<file path="src/rtl/fetch_unit.sv">
// Fetch stage: word fetches feed a 4-halfword queue; one 16/32-bit instruction per cycle to decode, registered.
// Static backward-taken prediction; redirects and taken predictions flush the queue and drop in-flight data.
module fetch_unit #(
   parameter logic [31:0] RESET_PC  = 32'h0000_0000,
   parameter logic [31:0] NOP_INSTR = 32'h0000_0013
) (
   input  logic        clk_i,
   input  logic        rst_i,
   output logic        imem_req_o,
   output logic [31:0] imem_addr_o,
   input  logic        imem_ready_i,
   input  logic        imem_valid_i,
   input  logic [31:0] imem_rdata_i,
   input  logic        stall_i,
   input  logic        redirect_i,
   input  logic [31:0] redirect_pc_i,
   output logic [31:0] instruction_o,
   output logic [31:0] program_counter_o,
   output logic        branch_taken_o,
   output logic        instr_valid_o
);
   logic [31:0] fetch_pc, issue_pc;
   logic [15:0] queue [4];
   logic [1:0]  rd_ptr, wr_ptr;
   logic [2:0]  count;
   logic        outstanding, discard, req_half;

   logic        handshake, resp_push, is32, can_issue, is_jal, is_bwd_br, predict_taken, flush;
   logic [15:0] h0, h1;
   logic [31:0] instr32, j_imm, b_imm, target, new_pc;
   logic [2:0]  push_n, pop_n;

   // Request is withdrawn combinationally while a redirect is present.
   assign imem_req_o  = rst_i && !outstanding && (count <= 3'd2) && !redirect_i;
   assign imem_addr_o = {fetch_pc[31:2], 2'b00};
   assign handshake   = imem_req_o && imem_ready_i;
   assign resp_push   = imem_valid_i && outstanding && !discard;

   assign h0        = queue[rd_ptr];
   assign h1        = queue[rd_ptr + 2'd1];
   assign instr32   = {h1, h0};
   assign is32      = (h0[1:0] == 2'b11);
   assign can_issue = !redirect_i && !stall_i && (is32 ? (count >= 3'd2) : (count >= 3'd1));

   assign j_imm = {{12{instr32[31]}}, instr32[19:12], instr32[20], instr32[30:21], 1'b0};
   assign b_imm = {{20{instr32[31]}}, instr32[7], instr32[30:25], instr32[11:8], 1'b0};
   assign is_jal        = is32 && (instr32[6:0] == 7'b1101111);
   assign is_bwd_br     = is32 && (instr32[6:0] == 7'b1100011) && instr32[31];
   assign predict_taken = is_jal || is_bwd_br;
   assign target        = issue_pc + (is_jal ? j_imm : b_imm);

   assign flush  = redirect_i || (can_issue && predict_taken);
   assign new_pc = redirect_i ? {redirect_pc_i[31:1], 1'b0} : target;
   assign push_n = resp_push ? (req_half ? 3'd1 : 3'd2) : 3'd0;
   assign pop_n  = can_issue ? (is32 ? 3'd2 : 3'd1) : 3'd0;

   always_ff @(posedge clk_i or negedge rst_i) begin
      if (!rst_i) begin
         fetch_pc    <= RESET_PC;
         issue_pc    <= RESET_PC;
         rd_ptr      <= 2'd0;
         wr_ptr      <= 2'd0;
         count       <= 3'd0;
         outstanding <= 1'b0;
         discard     <= 1'b0;
         req_half    <= 1'b0;
      end else begin
         if (handshake) begin
            outstanding <= 1'b1;
            req_half    <= fetch_pc[1];
         end else if (imem_valid_i && outstanding) begin
            outstanding <= 1'b0;
         end

         // A flush marks any in-flight request (including one accepted this cycle) as stale.
         if (flush)
            discard <= handshake || (outstanding && !imem_valid_i);
         else if (imem_valid_i && outstanding)
            discard <= 1'b0;

         if (flush)
            fetch_pc <= new_pc;
         else if (handshake)
            fetch_pc <= {fetch_pc[31:2], 2'b00} + 32'd4;

         if (flush) begin
            issue_pc <= new_pc;
            rd_ptr   <= 2'd0;
            wr_ptr   <= 2'd0;
            count    <= 3'd0;
         end else begin
            if (can_issue)
               issue_pc <= issue_pc + (is32 ? 32'd4 : 32'd2);
            rd_ptr <= rd_ptr + pop_n[1:0];
            wr_ptr <= wr_ptr + push_n[1:0];
            count  <= count + push_n - pop_n;
         end
      end
   end

   always_ff @(posedge clk_i) begin
      if (resp_push && !flush) begin
         if (req_half) begin
            queue[wr_ptr] <= imem_rdata_i[31:16];
         end else begin
            queue[wr_ptr]        <= imem_rdata_i[15:0];
            queue[wr_ptr + 2'd1] <= imem_rdata_i[31:16];
         end
      end
   end

   always_ff @(posedge clk_i or negedge rst_i) begin
      if (!rst_i) begin
         instruction_o     <= NOP_INSTR;
         program_counter_o <= 32'd0;
         branch_taken_o    <= 1'b0;
         instr_valid_o     <= 1'b0;
      end else if (redirect_i || (!stall_i && !can_issue)) begin
         instruction_o  <= NOP_INSTR;
         branch_taken_o <= 1'b0;
         instr_valid_o  <= 1'b0;
      end else if (can_issue) begin
         instruction_o     <= is32 ? instr32 : {16'h0000, h0};
         program_counter_o <= issue_pc;
         branch_taken_o    <= predict_taken;
         instr_valid_o     <= 1'b1;
      end
   end
endmodule
</file>
<file path="config.mk">
export PLATFORM = sky130hd
export DESIGN_NAME = fetch_unit
export DESIGN_NICKNAME = d
export VERILOG_FILES = /design/src/rtl/fetch_unit.sv
export SDC_FILE = /design/constraint.sdc
export NUM_CORES = 1
export LEC_CHECK = 0
export BUFFER_PORTS_ARGS = -buffer_cell sky130_fd_sc_hd__buf_2
export CAP_MARGIN = 20
export CORE_MARGIN = 3
export CORE_UTILIZATION = 49
export DETAILED_ROUTE_END_ITERATION = 6
export PLACE_DENSITY = 0.74
export SYNTH_ARGS = -nofsm -noshare
export SYNTH_HDL_FRONTEND = slang
export SYNTH_SLANG_ARGS = --single-unit
</file>
<file path="constraint.sdc">
create_clock -name clk_i -period 10.54 [get_ports clk_i]
set_input_delay 0.527 -clock clk_i [delete_from_list [all_inputs] [get_ports clk_i]]
set_output_delay 0.527 -clock clk_i [all_outputs]
set_load 0.005 [all_outputs]
</file>
==> key figures, run 1 <==
Synthesis
  • Post-synthesis average cell area: just over 10 µm²
  • Commonest register cell after synthesis: sky130_fd_sc_hd__dfrtp_1
  • Mapped Area: 12700 µm²
  • Count of flip-flops with a built-in enable after synthesis: 64
  • Number of distinct library cells after synthesis: 75
  • Most frequent cell after synthesis: sky130_fd_sc_hd__nand2_1
  • Number of instances in the synthesized netlist: roughly 1300
  • Synth cell count leaders: sky130_fd_sc_hd__nand2_1 (204), sky130_fd_sc_hd__dfrtp_1 (136), sky130_fd_sc_hd__a21oi_1 (75)
  • Fraction of registers with async set or reset after synthesis: approximately two thirds
  • Yosys reg bits: between 200 and 250
  • Cell type with the largest total area after synthesis: sky130_fd_sc_hd__dfrtp_1
  • Leading cell types by total area after synthesis: sky130_fd_sc_hd__dfrtp_1 (27%), sky130_fd_sc_hd__edfxtp_1 (15%), sky130_fd_sc_hd__nand2_1 (6.0%), sky130_fd_sc_hd__mux4_2 (5.7%), sky130_fd_sc_hd__mux2_2 (4.3%)
  • Top-area cell type share of the netlist area: 26.8%
  • Fraction of the yosys area taken by sequential cells: between 40% and 50%
  • Yosys synthesis warning count: 0

Timing
  • Final period utilization: 51.4%
  • Number of hold violations in the final report: 0
  • Clock period minus final worst setup slack: around 5.4 ns
  • Setup Total Neg Slack: 0 ns
  • RSZ-0062 raised after global routing: no
  • Least-Margin Pin Slew: 1.13 ns
  • Worst Skew: between 0.009 and 0.01 ns
  • Final worst slack: roughly 5.1 ns
  • Number of failing setup endpoints in the final timing report: 0
  • Max-slew headroom at the worst pin: about a quarter
  • Final number of max-transition violations: 0
  • Maximum clock rate: 185 MHz

Setup path
  • R2R setup slack: between 5 and 6 ns
  • Maximum fanout count along the critical path: 33
  • Class of the most critical setup path: reg2reg
  • Data required time of the critical path: about 11 ns
  • Endpoint of the most critical setup path: fetch_pc[31]$_DFFE_PN0P_
  • CP endpoint kind: flip-flop
  • Worst reg2reg path endpoint: fetch_pc[31]$_DFFE_PN0P_
  • Reg2Reg Launch Point: rd_ptr[0]$_DFF_PN0_
  • Startpoint type of the worst setup path: flip-flop
  • Worst reg2reg path depth: 16
  • Critical path arrival: 5.77 ns
  • Startpoint of the most critical setup path: rd_ptr[0]$_DFF_PN0_

Power and ir drop
  • Worst vdd rail ir drop: between 0.15 and 0.2 mV
  • Design internal power: about 1.8 mW
  • Pwr Density: between 150 and 200 nW/µm²
  • P_leak: 6.18 nW
  • Share of power burned in combinational logic: about 33%
  • Sequential group share of total power: a little under two fifths
  • Sw frac: a little over a third
  • Switching power: 1.02 mW
  • Clock network fraction of design power: slightly below 30%

Cells and area
  • Diode count: 0
  • Fraction of final layout cells with drive strength greater than 1: approximately 25%
  • Final standard cell count with taps included and fillers excluded: 1721
  • Relative area change from synthesis to final layout: 13.0%
  • Number of nets in the layout: between 1000 and 1500

Clock network
  • CTS tree: built
  • CTS Buf Count: 24
  • Clock latency on the worst-skew pair: around 0.53 ns
  • Root buffer cell: sky130_fd_sc_hd__clkbuf_16
  • Count of H-tree levels built during CTS: 1
  • Reg clk slew, reported paths: approximately 0.06 ns
  • Post-CTS Setup Bufs: 0
  • Clock sink count: ~200
  • PostCTS Resize Cnt: 0
  • Buffers from clock root to sink, at most: 3
  • CTS hold repair buffers: 0

Floorplan
  • Core outline area: between 20000 and 30000 µm²
  • Die boundary width: between 150 and 200 µm
  • Boundary pin count: roughly 170
  • Placement row count: a little under 60
  • Area enclosed by the die boundary: about 28000 µm²
  • Initial standard-cell utilization of the core: between 50% and 60%
  • Die Ht: ~170 µm

GRT
  • Number of antenna violations at the first check in global routing: 1
  • GRT Residual Overflow: 0
  • First-pass GRT wire length: between 50000 and 60000 µm
  • Total global-route track usage: 25.6%
  • Maximum number of pins on one net before global-route repair: 86
  • Via count of the first global-routing pass: 10400

Placement
  • Number of port buffers: 165
  • Cell total after placement: 1678
  • Global placer's final weighted congestion: between 0.9 and 1
  • Detailed placement HPWL: 25800 µm
  • Worst slack, placed: 5.21 ns

Hold path
  • Path category of the worst min-delay check: in2async

Route
  • Pre-antenna DRT Iters: 6
  • Post-route DRC: 0
  • Number of routed nets with antenna violations: 0
  • Routed length per instance: 21.3 µm
  • Vias/cell: about 6
  • Routed vias: 10600
  • Detailed router's first-iteration violation count: 1201
  • DRT Wirelength: about 37000 µm

Status
  • Outcome: completed

Run
  • Max-cap violations: 0
## cell families (layout without fill, tap and decap cells)
logic type                 count (synthesis)  in the layout  share of synthesized area [%]
AOI/OAI and AO/OA                        323            323                           17.0
buffers and inverters                    122            249                           4.99
adders and majority gates                 43             43                           4.47
other                                      1              2                         0.0295
xor gates and xnor gates                  44             44                           3.03
DFF                                      203            203                           42.5
muxes                                    109            109                           13.0
and+or+nand+nor                          418            418                           14.9
## stage by stage
step | power (mW) | hold slack [ns] | cell area, µm² | util (%)
after global routing | 3.00 | 0.115 | 14400 | 56.7
final | 2.84 | 0.0537 | 14400 | 56.7
after CTS | 2.84 | 0.0888 | 14400 | 56.7
after floorplan | 1.70 | 0.231 | 12700 | -
after global placement | 1.97 | 0.454 | 13600 | 53.6
after detailed placement | 2.00 | 0.454 | 13600 | 53.6
## registers in the layout, summed over array words and instances (netlist names)
signal / flops
count: 3
wr_ptr: 2
instruction_o: 32
outstanding: 1
discard: 1
issue_pc: 32
queue: 64
req_half: 1
instr_valid_o: 1
rd_ptr: 2
fetch_pc: 31
branch_taken_o: 1
program_counter_o: 32
## how the worst min path moves through the flow
stage | start | end | slack, ns | cells past startpoint
detailed placement | issue_pc[0]$_DFFE_PN0P_ | program_counter_o[0]$_DFFE_PN0P_ | 0.45 | 2
global placement | issue_pc[0]$_DFFE_PN0P_ | program_counter_o[0]$_DFFE_PN0P_ | 0.45 | 2
CTS | rst_i | program_counter_o[5]$_DFFE_PN0P_ | 0.09 | 1
floorplan | rst_i | branch_taken_o$_DFFE_PN0P_ | 0.23 | 0
global route | rst_i | program_counter_o[17]$_DFFE_PN0P_ | 0.12 | 1
finish | rst_i | fetch_pc[10]$_DFFE_PN0P_ | 0.05 | 1
## cell usage in the layout, fill, tap and decap left out, drive strengths merged, types with 38 or more instances in the layout
cell	instances
mux2	69
ha	39
nand2	205
dfrtp	136
o21ai	74
buf	182
a21oi	78
nor2	71
nand3	38
edfxtp	64
## per-layer routing
metal | vias to the layer above | routed length, µm | GRT usage [%]
met3 | 80 | 2820 | 3.92
li1 | 4863 | - | -
met5 | - | 13 | 0
met1 | 5170 | 15400 | 35.0
met4 | 2 | 1330 | 9.61
met2 | 477 | 17100 | 41.6
## critical path: stages, from the launching register on
cell,delay [ns]
sky130_fd_sc_hd__dfrtp_1,0.33
sky130_fd_sc_hd__buf_4,0.42
sky130_fd_sc_hd__mux4_2,0.63
sky130_fd_sc_hd__or2_2,0.34
sky130_fd_sc_hd__nor2_1,0.11
sky130_fd_sc_hd__buf_4,0.21
sky130_fd_sc_hd__mux2_2,0.37
sky130_fd_sc_hd__ha_1,0.23
sky130_fd_sc_hd__fa_1,0.43
sky130_fd_sc_hd__a211oi_1,0.37
sky130_fd_sc_hd__o21ai_0,0.15
sky130_fd_sc_hd__o211a_1,0.16
sky130_fd_sc_hd__o41a_1,0.45
sky130_fd_sc_hd__a41o_1,0.34
sky130_fd_sc_hd__a211o_1,0.29
sky130_fd_sc_hd__xnor2_1,0.26
sky130_fd_sc_hd__o21ai_0,0.12
## final cells by class
type                            instances  area, µm²
Multi-Input combinational cell        939       6700
Timing Repair Buffer                  182        960
Clock inverter                         11        124
Fill cell                            2190      11000
Tap cell                              330        413
Clock buffer                           32        662
Inverter                               24       90.1
Sequential cell                       203       5400
## power groups by stage
| stage | logic, mW | registers [mW] | clock network (mW) |
|---|---|---|---|
| finish | 0.937 | 1.07 | 0.835 |
| global route | 1.04 | 1.09 | 0.877 |
| CTS | 0.930 | 1.07 | 0.849 |
| detailed placement | 0.920 | 1.08 | 0 |
| global placement | 0.900 | 1.07 | 0 |
| floorplan | 0.653 | 1.05 | 0 |
Note: power is estimated with default switching activity, not from simulation.
==> run 2, diff against run 1 <==
==> constraint.sdc (replaced) <==
create_clock -name clk_i -period 5.3 [get_ports clk_i]
set_input_delay 0.265 -clock clk_i [delete_from_list [all_inputs] [get_ports clk_i]]
set_output_delay 0.265 -clock clk_i [all_outputs]
set_load 0.005 [all_outputs]
==> key figures, run 2 (synthesis gave the netlist of run 1 again) <==
Route
  • Detailed router's first-iteration violation count: between 1000 and 1500
  • DRT Wirelength: approximately 37000 µm
  • Routed vias: roughly 11000
  • Pre-antenna DRT Iters: 6
  • Post-route DRC: 0
  • Vias/cell: between 6 and 7
  • Number of routed nets with antenna violations: 0
  • Routed length per instance: around 21 µm

Timing
  • Max-slew headroom at the worst pin: approximately a fifth
  • Final period utilization: 93.7%
  • Worst Skew: roughly 0.013 ns
  • Final worst slack: ~0.33 ns
  • Number of failing setup endpoints in the final timing report: 0
  • Number of hold violations in the final report: 0
  • Maximum clock rate: 201 MHz
  • Tightest hold margin: roughly 0.0085 ns
  • Setup Total Neg Slack: 0 ns
  • Final number of max-transition violations: 0
  • Clock period minus final worst setup slack: 4.97 ns
  • Least-Margin Pin Slew: 1.21 ns
  • RSZ-0062 raised after global routing: no

Placement
  • Detailed placement HPWL: 27000 µm
  • Number of port buffers: ~170
  • Global placer's final weighted congestion: roughly 0.96
  • Worst slack, placed: 0.261 ns
  • Instance area after placement: between 10000 and 15000 µm²
  • Cell total after placement: ~1700

GRT
  • First-pass GRT wire length: a little under 60000 µm
  • Total global-route track usage: between 20% and 30%
  • Via count of the first global-routing pass: between 10000 and 15000
  • Maximum number of pins on one net before global-route repair: between 70 and 80
  • Number of antenna violations at the first check in global routing: 0
  • GRT Residual Overflow: 0

Cells and area
  • Seq. cell area: roughly 5400 µm²
  • Fraction of final layout cells with drive strength greater than 1: ~26%
  • Multi-input gate area: between 6000 and 7000 µm²
  • Number of nets in the layout: approximately 1500
  • Final standard cell count with taps included and fillers excluded: between 1500 and 2000
  • Core Util, Final: a little under three fifths
  • Biggest register: queue
  • Diode count: 0
  • Cell area after layout: roughly 15000 µm²
  • Top library cells by usage in the layout, fill and taps aside: sky130_fd_sc_hd__nand2_1 (204), sky130_fd_sc_hd__buf_2 (164), sky130_fd_sc_hd__dfrtp_1 (135), sky130_fd_sc_hd__a21oi_1 (75), sky130_fd_sc_hd__o21ai_0 (71)
  • Flip-flop count of the largest register, all copies and words added: 64
  • Relative area change from synthesis to final layout: 14.7%
  • Total of fill cells in the finished design: roughly 2200
  • Most common cell after layout, fill and taps aside: sky130_fd_sc_hd__nand2_1

Power and ir drop
  • Final Power: 5.66 mW
  • Pwr Density: between 300 and 400 nW/µm²
  • P_leak: ~6.3 nW
  • Worst vdd rail ir drop: around 0.28 mV

Setup path
  • Maximum fanout count along the critical path: 13
  • Startpoint type of the worst setup path: flip-flop
  • Worst path cell trace: mux4_2, nand4_1, or2_2, nor2_1, buf_4, mux2_2, ha_1, a211oi_1, or2_2, o21ai_0, o21ai_0, buf_4, o21ai_0, buf_4, a211o_1, xnor2_1, o22ai_1
  • Slowest CP cell: sky130_fd_sc_hd__dfrtp_1
  • Data required time of the critical path: between 5 and 6 ns
  • Reg2Reg Launch Point: rd_ptr[1]$_DFF_PN0_
  • Class of the most critical setup path: reg2reg
  • Worst reg2reg path depth: 17
  • Delay contributed by the slowest stage of the critical path: 0.56 ns
  • Critical path arrival: around 5.3 ns
  • Startpoint of the most critical setup path: rd_ptr[1]$_DFF_PN0_
  • CP endpoint kind: flip-flop

Floorplan
  • Boundary pin count: between 150 and 200
  • Area enclosed by the die boundary: approximately 28000 µm²
  • Core outline area: 25300 µm²
  • Die Ht: approximately 170 µm
  • Initial standard-cell utilization of the core: between 50 and 60%
  • Die boundary width: between 150 and 200 µm
  • Placement row count: between 50 and 60

Clock network
  • Clock sink count: around 200
  • Reg clk slew, reported paths: around 0.06 ns
  • Buffers from clock root to sink, at most: 3
  • Count of H-tree levels built during CTS: 1
  • Clock latency on the worst-skew pair: 0.55 ns
  • Post-CTS Setup Bufs: 0
  • CTS Buf Count: 24
  • CTS tree: built
  • Root buffer cell: sky130_fd_sc_hd__clkbuf_16

Hold path
  • Hold path start: redirect_pc_i[27]
  • Path category of the worst min-delay check: in2reg
  • Cell depth of the worst hold path: 3

Status
  • Outcome: completed

Run
  • Max-cap violations: 0
run 2: path summary, 6_finish.rpt:
kind	to	slack (ns)
max	fetch_pc[26]$_DFFE_PN0P_	0.33
max in group asynchronous	program_counter_o[28]$_DFFE_PN0P_	3.91
min	issue_pc[27]$_DFFE_PN0N_	0.008
min reg2reg	program_counter_o[29]$_DFFE_PN0P_	0.47
min in group asynchronous	fetch_pc[7]$_DFFE_PN0P_	0.18
max reg2reg	fetch_pc[26]$_DFFE_PN0P_	0.33
run 2: routing by layer:
| metal | part of all wire [%] | track usage [%] | vias up |
|---|---|---|---|
| met1 | 43 | 36.7 | 5262 |
| met3 | 8.1 | 4.08 | 83 |
| met2 | 46 | 42.3 | 491 |
| li1 | - | - | 4908 |
| met4 | 3.3 | 8.36 | 0 |
| met5 | 0 | 0 | - |
run 2: critical path, delay by kind of cell, from the launching register on:
kind	cells	cell delay [ns]
compound gates	6	1.32
xor+xnor	1	0.27
fa+ha+maj	1	0.29
buf+inv	3	0.61
flops	1	0.56
mux	2	0.85
simple gates	4	0.86
run 2: area by class of cell:
type / count / share of cell area, %
clock buffer: 35 / 4.90
clock inverter: 9 / 0.549
inverter: 24 / 0.618
sequential: 203 / 37.1
tap: 330 / 2.83
timing repair buffer: 209 / 8.08
multi-input combinational: 939 / 45.9
run 2: repair_timing:
item                                    in CTS  in global routing
resized for setup                            0                  1
endpoints found under the hold margin       37                  0
endpoints found under the setup margin       0                  5
hold buffers                                 6                  0
run 2: power breakdown:
part           internal [mW]  total, mW  switching [mW]
sequential              1.86       2.13           0.266
combinational          0.807       1.88            1.07
clock                  0.946       1.65           0.701
==> run 3, diff against run 2 <==
--- a/config.mk
+++ b/config.mk
@@ -9,8 +9,9 @@
 export CAP_MARGIN = 20
 export CORE_MARGIN = 3
 export CORE_UTILIZATION = 49
+export CTS_CLUSTER_SIZE = 20
 export DETAILED_ROUTE_END_ITERATION = 6
-export PLACE_DENSITY = 0.74
+export PLACE_DENSITY = 0.76
 export SYNTH_ARGS = -nofsm -noshare
 export SYNTH_HDL_FRONTEND = slang
 export SYNTH_SLANG_ARGS = --single-unit
==> constraint.sdc (replaced) <==
create_clock -name clk_i -period 4.3 [get_ports clk_i]
set_input_delay 0.215 -clock clk_i [delete_from_list [all_inputs] [get_ports clk_i]]
set_output_delay 0.215 -clock clk_i [all_outputs]
set_load 0.005 [all_outputs]
==> key figures, run 3 (synthesis gave the netlist of run 1 again) <==
Cells and area
  • Final standard cell count with taps included and fillers excluded: 1800
  • Multi-input gate area: 6840 µm²
  • Cell area after layout: approximately 15000 µm²
  • Number of nets in the layout: between 1500 and 2000
  • Top library cells by usage in the layout, fill and taps aside: sky130_fd_sc_hd__nand2_1 (202), sky130_fd_sc_hd__buf_2 (164), sky130_fd_sc_hd__dfrtp_1 (136), sky130_fd_sc_hd__buf_4 (84), sky130_fd_sc_hd__a21oi_1 (72)
  • Fraction of final layout cells with drive strength greater than 1: around 30%
  • Most common cell after layout, fill and taps aside: sky130_fd_sc_hd__nand2_1
  • Diode count: 0
  • Core Util, Final: 59.7%
  • Flip-flop count of the largest register, all copies and words added: 64
  • Biggest register: queue
  • Relative area change from synthesis to final layout: 19.0%
  • Total of fill cells in the finished design: 2108
  • Seq. cell area: roughly 5400 µm²

Setup path
  • Class of the most critical setup path: reg2reg
  • Maximum fanout count along the critical path: 4
  • Critical path arrival: between 4 and 5 ns
  • Startpoint type of the worst setup path: flip-flop
  • Data required time of the critical path: between 4 and 5 ns
  • CP endpoint kind: flip-flop

Floorplan
  • Core outline area: around 25000 µm²
  • Die boundary width: 167 µm
  • Boundary pin count: about 170
  • Initial standard-cell utilization of the core: roughly 50%
  • Die Ht: about 170 µm
  • Area enclosed by the die boundary: roughly 28000 µm²
  • Placement row count: 58

Clock network
  • Reg clk slew, reported paths: around 0.070 ns
  • Buffers from clock root to sink, at most: 3
  • Count of H-tree levels built during CTS: 1
  • Clock sink count: slightly above 200
  • CTS Buf Count: 24
  • Root buffer cell: sky130_fd_sc_hd__clkbuf_16
  • Clock latency on the worst-skew pair: about 0.53 ns
  • CTS tree: built

Power and ir drop
  • Worst vdd rail ir drop: 0.312 mV
  • P_leak: 6.58 nW
  • Final Power: ~7.3 mW
  • Pwr Density: 481 nW/µm²

Placement
  • Instance area after placement: between 10000 and 15000 µm²
  • Global placer's final weighted congestion: approximately 0.94
  • Worst slack, placed: -0.0940 ns
  • Cell total after placement: roughly 1700
  • Detailed placement HPWL: around 27000 µm
  • Number of port buffers: roughly 170

GRT
  • First-pass GRT wire length: just under 60000 µm
  • Number of antenna violations at the first check in global routing: 0
  • GRT Residual Overflow: 0
  • Total global-route track usage: between 20% and 30%
  • Via count of the first global-routing pass: between 10000 and 15000
  • Maximum number of pins on one net before global-route repair: 73

Timing
  • Tightest hold margin: about 0.014 ns
  • RSZ-0062 raised after global routing: yes
  • Worst Skew: around 0.010 ns
  • Number of failing setup endpoints in the final timing report: 1
  • Maximum clock rate: approximately 230 MHz
  • Final period utilization: 100%
  • Number of hold violations in the final report: 0
  • Setup Total Neg Slack: -0.00326 ns
  • Max-slew headroom at the worst pin: between 20% and 30%
  • Final worst slack: -0.00326 ns
  • Clock period minus final worst setup slack: 4.30 ns
  • Least-Margin Pin Slew: 1.11 ns
  • Final number of max-transition violations: 0

Route
  • Detailed router's first-iteration violation count: 1245
  • Vias/cell: just over 6
  • DRT Wirelength: 37600 µm
  • Number of routed nets with antenna violations: 0
  • Routed vias: roughly 11000
  • Post-route DRC: 1
  • Routed length per instance: between 20 and 25 µm
  • Pre-antenna DRT Iters: 7

Run
  • Max-cap violations: 0

Status
  • Outcome: finished with violations
  • Violations in the final reports: design-rule violations, negative setup slack

Hold path
  • Path category of the worst min-delay check: in2reg
-- run 3: changes by cell type in the layout (fill, tap and decap cells not counted), sizes merged --
| cell | before | now |
|---|---|---|
| dlygate4sd3 | 6 | 8 |
| clkinv | 6 | 3 |
| buf | 203 | 252 |
| clkinvlp | 1 | 2 |
| bufinv | 0 | 2 |
-- run 3: worst max-delay path: stages, from the launching register on --
cell and delay, ns:
sky130_fd_sc_hd__dfrtp_1 0.37, sky130_fd_sc_hd__buf_4 0.13, sky130_fd_sc_hd__mux4_2 0.52, sky130_fd_sc_hd__or2_4 0.29, sky130_fd_sc_hd__nor2_4 0.15, sky130_fd_sc_hd__mux2_4 0.34, sky130_fd_sc_hd__ha_4 0.18, sky130_fd_sc_hd__fa_2 0.37
sky130_fd_sc_hd__a211oi_2 0.29, sky130_fd_sc_hd__o21ai_1 0.10, sky130_fd_sc_hd__o211a_1 0.15, sky130_fd_sc_hd__o41a_1 0.44, sky130_fd_sc_hd__a41o_1 0.30, sky130_fd_sc_hd__buf_4 0.15, sky130_fd_sc_hd__xor2_1 0.14, sky130_fd_sc_hd__o211ai_1 0.17
sky130_fd_sc_hd__a21oi_1 0.09
-- run 3: final cells by class --
cell class	count	area share, %
Sequential cell	203	35.7
Tap cell	330	2.73
Clock buffer	35	4.44
Timing Repair Buffer	260	10.5
Clock inverter	9	0.786
Inverter	24	0.596
Multi-Input combinational cell	939	45.2
-- run 3: where the power goes --
group	internal (mW)	switching (mW)	total, mW
combinational	1.19	1.40	2.60
sequential	2.30	0.332	2.63
clock	1.21	0.837	2.05
total	4.70	2.57	7.28
-- run 3: path summary, 6_finish.rpt --
| path | startpoint | cells after the start | endpoint | slack (ns) |
|---|---|---|---|---|
| max | rd_ptr[0]$_DFF_PN0_ | 16 | issue_pc[23]$_DFFE_PN0N_ | -0.003 |
| min | redirect_pc_i[20] | 3 | issue_pc[20]$_DFFE_PN0N_ | 0.01 |
| max reg2reg | rd_ptr[0]$_DFF_PN0_ | 16 | issue_pc[23]$_DFFE_PN0N_ | -0.003 |
| min reg2reg | program_counter_o[0]$_DFFE_PN0P_ | 2 | program_counter_o[0]$_DFFE_PN0P_ | 0.47 |
| max in group asynchronous | rst_i | 3 | program_counter_o[13]$_DFFE_PN0P_ | 3.18 |
| min in group asynchronous | rst_i | 3 | branch_taken_o$_DFFE_PN0P_ | 0.49 |
-- run 3: routing by layer --
| metal | vias to the layer above | GRT usage, % | routed length (µm) |
|---|---|---|---|
| li1 | 5015 | - | - |
| met1 | 5355 | 35.8 | 15600 |
| met2 | 542 | 42.5 | 17700 |
| met3 | 93 | 4.51 | 2970 |
| met4 | 0 | 9.00 | 1310 |
| met5 | - | 0 | 0 |
-- run 3: repair_timing --
| item | 4_1_cts | 5_1_grt |
|---|---|---|
| setup buffers | 2 | 10 |
| hold buffers | 8 | 0 |
| resized for setup | 11 | 29 |
| pin swaps | 7 | 13 |
| endpoints found under the setup margin | 17 | 31 |
| endpoints found under the hold margin | 82 | 0 |
